<file path="config.mk">
export PLATFORM = sky130hd
export DESIGN_NAME = fetch_ras
export DESIGN_NICKNAME = d
export VERILOG_FILES = /design/src/rtl/fetch_ras.sv
export SDC_FILE = /design/constraint.sdc
export NUM_CORES = 2
export LEC_CHECK = 0
export BUFFER_PORTS_ARGS = -buffer_cell sky130_fd_sc_hd__buf_2
export CAP_MARGIN = 40
export CORE_ASPECT_RATIO = 0.75
export CORE_UTILIZATION = 45
export CTS_BUF_LIST = sky130_fd_sc_hd__clkbuf_16
export DETAILED_ROUTE_END_ITERATION = 8
export PLACE_DENSITY = 0.62
export SYNTH_ARGS = -nofsm -noshare
export SYNTH_HDL_FRONTEND = slang
export SYNTH_SLANG_ARGS = --single-unit
</file>
<file path="constraint.sdc">
create_clock -name CLK -period 7.6 [get_ports CLK]
set_input_delay 0 -clock CLK [delete_from_list [all_inputs] [get_ports CLK]]
set_output_delay 0 -clock CLK [all_outputs]
set_load 0.1 [all_outputs]
</file>
<file path="src/rtl/fetch_ras.sv">
`default_nettype none
// ----------------------------------------------------------------------------
// fetch_ras : return address stack for the fetch predictor (push/pop/restore)
// Rev 1.0
// ----------------------------------------------------------------------------
module fetch_ras #(
    parameter int RAS_ENTRIES     = 16,
    parameter int LOG_RAS_ENTRIES = 4
) (
    input  logic                       CLK,
    input  logic                       nRST,
    input  logic                       link_valid,
    input  logic [37:0]                link_pc38,
    input  logic                       ret_valid,
    output logic [37:0]                ret_pc38,
    output logic                       ret_empty,
    output logic [LOG_RAS_ENTRIES-1:0] ras_index,
    output logic [LOG_RAS_ENTRIES:0]   ras_count,
    input  logic                       restore_valid,
    input  logic [LOG_RAS_ENTRIES-1:0] restore_ras_index,
    input  logic [LOG_RAS_ENTRIES:0]   restore_ras_count
);

    typedef logic [37:0]                pc38_t;
    typedef logic [LOG_RAS_ENTRIES-1:0] ras_idx_t;
    typedef logic [LOG_RAS_ENTRIES:0]   ras_count_t;

    localparam ras_count_t C_FULL = ras_count_t'(RAS_ENTRIES);

    pc38_t      ras_q [RAS_ENTRIES];
    pc38_t      ras_d [RAS_ENTRIES];
    ras_idx_t   ptr_q, ptr_d;
    ras_count_t count_q, count_d;

    always_comb begin
        ras_d   = ras_q;
        ptr_d   = ptr_q;
        count_d = count_q;
        if (restore_valid) begin
            // Out-of-range restore counts are clamped rather than trusted.
            ptr_d   = restore_ras_index;
            count_d = (restore_ras_count > C_FULL) ? C_FULL : restore_ras_count;
        end else if (link_valid && ret_valid) begin
            ras_d[ptr_q] = link_pc38;
            count_d      = (count_q == '0) ? ras_count_t'(1) : count_q;
        end else if (link_valid) begin
            ptr_d        = ptr_q + 1'b1;
            ras_d[ptr_d] = link_pc38;
            count_d      = (count_q == C_FULL) ? C_FULL : count_q + 1'b1;
        end else if (ret_valid) begin
            // Pointer moves even when empty to stay aligned with checkpoints.
            ptr_d   = ptr_q - 1'b1;
            count_d = (count_q == '0) ? '0 : count_q - 1'b1;
        end
    end

    always_ff @(posedge CLK or negedge nRST) begin
        if (!nRST) begin
            for (int i = 0; i < RAS_ENTRIES; i++) begin
                ras_q[i] <= '0;
            end
            ptr_q   <= '0;
            count_q <= '0;
        end else begin
            ras_q   <= ras_d;
            ptr_q   <= ptr_d;
            count_q <= count_d;
        end
    end

    assign ret_pc38  = ras_q[ptr_q];
    assign ret_empty = (count_q == '0);
    assign ras_index = ptr_q;
    assign ras_count = count_q;

endmodule
`default_nettype wire

</file>
==> results summary <==
The run finished with clean final reports. In the final layout, the multi-input gates occupy 0.0130 mm2. The cell sitting at the root of the clock tree is a clkbuf_16. The core region is 0.0641 mm2. The mean area per synthesized cell is 15.6 um2. The synthesized design contains 617 register bits. By area the synthesized netlist is led by dfrtp_1, mux2_2, mux4_2. The top cell type by area accounts for 52.6% of the synthesized area.

The number of placed cells counting well taps came out at 2,707. In this run the remaining antenna-violating nets after routing total 0. The worst register-to-register path begins at ras_index[1]. The area of the die came out at 0.0663 mm2.

The overall via count from detail_route is 17,103. The fraction of final layout cells with drive strength greater than 1 came out at 50.1%. The die is 297 um wide.

The final routed wirelength across all metal layers came out at 73,100 um. The leakage power is 14.6 nW. The clock transition at the register clock pins on the worst setup and hold paths after CTS came out at 0.07 ns. The commonest cells after synthesis are dfrtp_1, mux2_2, mux4_2. The Yosys warning count is 0. The most common cell in the netlist is dfrtp_1. The post-layout instance area came out at 0.0333 mm2. The cell area after placement came out at 0.0308 mm2. Walking the worst path, the cells encountered are buf_12 > inv_1 > ha_1 > nor3b_2 > a21oi_4 > buf_4 > mux2_2. The via count of the first global-routing pass came out at 18,423. At the pin with the least slew margin, the transition time is 1.15 ns. The I/O pin count came out at 100. In this run, the number of DRC markers left after iteration 0 of detailed routing was 1,196. The placer's final routability congestion estimate came out at 0.743. Max-cap violations in this run came to 0. The cell at the slowest stage of the critical path is buf_12. In this run the register-to-register setup slack is 3.54 ns.

Global routing used 22.7% of the available tracks. The min-delay analysis places its worst path in the category input pin to async pin. Clock tree synthesis inserted a total of 60 buffers. The net count after synthesis came out at 1,939. The number of buffers on the longest clock path came out at 3. The launching element type of the critical path is a register. After detailed routing, the number of vias per cell comes to 5.93. The maximum achievable frequency came out at 246 MHz. Of the available clock period, the critical path in the final layout requires 53.5%.

The total setup violations reported at the end of the flow is 0. The die height is 223 um. The most instantiated flip-flop cell in the synthesis netlist is dfrtp_1. The data arrival time of the critical path is 4.57 ns. The worst path required time is 8.10 ns.

The kind of cell with the highest combined delay along the critical path is buffers and inverters. TritonCTS built the clock tree. The finished layout holds 2,882 standard cells, fillers aside. The count of cell types in the netlist came out at 68.

The total design power is 0.0130 W. The DRC violation count after routing came out at 0. Counting flops with an async set or reset pin after synthesis yields a share of 100%.

The post-route minimum period came out at 4.06 ns. The number of cells produced by synthesis is 1,879. The hold buffer count at cts is 64.

The layout has 5,327 filler cells. The H-tree generated during clock tree synthesis spans 2 levels. The worst setup path is captured at a register.

Compared with the post-synthesis result, the final layout area differs by 13.4%. Headroom to the max-slew limit came out at 23.4%. The cell area that synthesis handed to floorplanning was 0.0294 mm2. The final HPWL from detailed placement is 40,400 um. Buffers added to address setup during post-CTS repair amount to 0. The total buffers and inverters traversed by the critical path came out at 3. The final number of max-transition violations is 0. The first TritonRoute pass finished after 5 iterations. The number of gates resized after CTS was 0. The area taken by flip-flops and latches came out at 0.0155 mm2. The number of enable-type register cells in the synthesized netlist is 0. The number of core rows is 80. The power per cell area came out at 389 mW/mm2. IR analysis of the VDD net gives a maximum drop of 0.238 mV.

The sink count of the clock tree came out at 617. The sequential fraction of the synthesis area came out at 52.6%. The depth of the worst register-to-register path came out at 7.

The worst setup path is of the register to register kind. Setup repair after global routing left no endpoint under its margin. The clock reaches the later pin of the worst-skew pair after 0.63 ns. The average wire length per cell after detail routing is 25.4 um. The initial antenna violation count came out at 2. The initial core utilization is 45.8%. The largest net degree at the start of global routing is 174. The first-pass GRT wire length is 115,000 um.

The core utilization of the finished layout came out at 52.0%. The number of buffer cells added on primary ports came out at 99. The global-route congestion overflow total came out at 0. For this run, the slowest stage of the critical path takes 0.77 ns. The final net count is 2,032. Of all cell types, the one taking the most synthesized area is dfrtp_1. The endpoint identified for the worst register-to-register timing path is ras_q[518]. The final setup skew is 0.0207 ns. The setup total negative slack came out at 0 ns. In this run the worst path has a maximum fanout of 164. The number of hold-slack violations in the final timing report came out at 0.
## layout by cell type (no fill, tap or decap), types with 4 or more instances in the layout
| cell type | instances |
|---|---|
| mux2_4 | 40 |
| a21oi_4 | 4 |
| mux4_2 | 190 |
| dfrtp_1 | 614 |
| nand2_1 | 91 |
| buf_4 | 32 |
| ha_1 | 8 |
| a31oi_1 | 5 |
| nor3b_2 | 4 |
| buf_16 | 13 |
| buf_12 | 6 |
| nor3_1 | 4 |
| dlygate4sd3_1 | 64 |
| nor2_1 | 9 |
| clkinv_1 | 12 |
| clkbuf_16 | 60 |
| mux2_1 | 20 |
| nand2b_1 | 7 |
| nand3_1 | 4 |
| clkinv_2 | 18 |
| o211ai_1 | 78 |
| inv_1 | 18 |
| o21ai_0 | 6 |
| mux2_2 | 510 |
| a21oi_1 | 7 |
| buf_2 | 98 |
| nor2b_1 | 5 |
| nor4_1 | 4 |
| bufinv_16 | 4 |
## where the power goes
group / total, W / internal (W) / switching [W]
Sequential: 0.00547 / 0.00473 / 0.000741
Clock: 0.00287 / 0.00157 / 0.00130
Combinational: 0.00463 / 0.00223 / 0.00240
## routing by layer
metal	global-route usage, %	up-vias	routed length, um
li1	-	7269	-
met4	5.65	2	1440
met2	36.1	356	34800
met1	33.0	9373	33900
met3	3.15	103	2930
met5	0	-	17
## registers in the layout, indices dropped and copies added, names as in the netlist
register   count
ras_q        608
ras_index      4
ras_count      5
## stage by stage
step,hold WS (ns),worst slack [ns]
2_1_floorplan,-0.296,2.26
3_3_place_gp,0.129,3.22
3_5_place_dp,0.126,3.57
4_1_cts,0.0289,3.55
5_1_grt,0.103,3.40
6_report,0.0349,3.54
## worst register-to-register path, delay by kind of cell, from the launching register on
kind / cells / cell delay [ns]
compound gates: 1 / 0.74
simple gates: 1 / 0.25
mux: 1 / 0.43
buf+inv: 3 / 1.71
flops: 1 / 0.44
fa+ha+maj: 1 / 0.35
## layout make-up
class,instances,share of cell area (%)
diodes,2,0.0150
clock buffers,60,4.51
clock inverters,49,1.04
inverters,7,0.0826
multi-input cells,1072,39.1
flip-flops and latches,617,46.4
well taps,861,3.23
repair buffers,214,5.60
## cell families (layout without fill, tap and decap cells)
family / Yosys count / after routing / share of synthesized area, %
flops: 617 / 617 / 52.6
xor+xnor: 4 / 4 / 0.119
buf+inv: 190 / 330 / 3.63
compound gates: 142 / 142 / 3.65
simple gates: 158 / 158 / 2.72
other cells: 0 / 2 / 0
fa+ha+maj: 8 / 8 / 0.341
mux: 760 / 760 / 36.9
## how the worst max path moves through the flow
stage,start,end,slack (ns),cells after the start
floorplan,ras_count[1],ras_count[1],2.26,6
global placement,ras_index[0],ras_q[394],3.22,7
detailed placement,ras_index[1],ras_q[520],3.57,7
global route,ras_index[1],ras_q[518],3.40,7
CTS,ras_index[1],ras_q[518],3.55,7
finish,ras_index[1],ras_q[518],3.54,7
(Power assumes the default switching activity.)
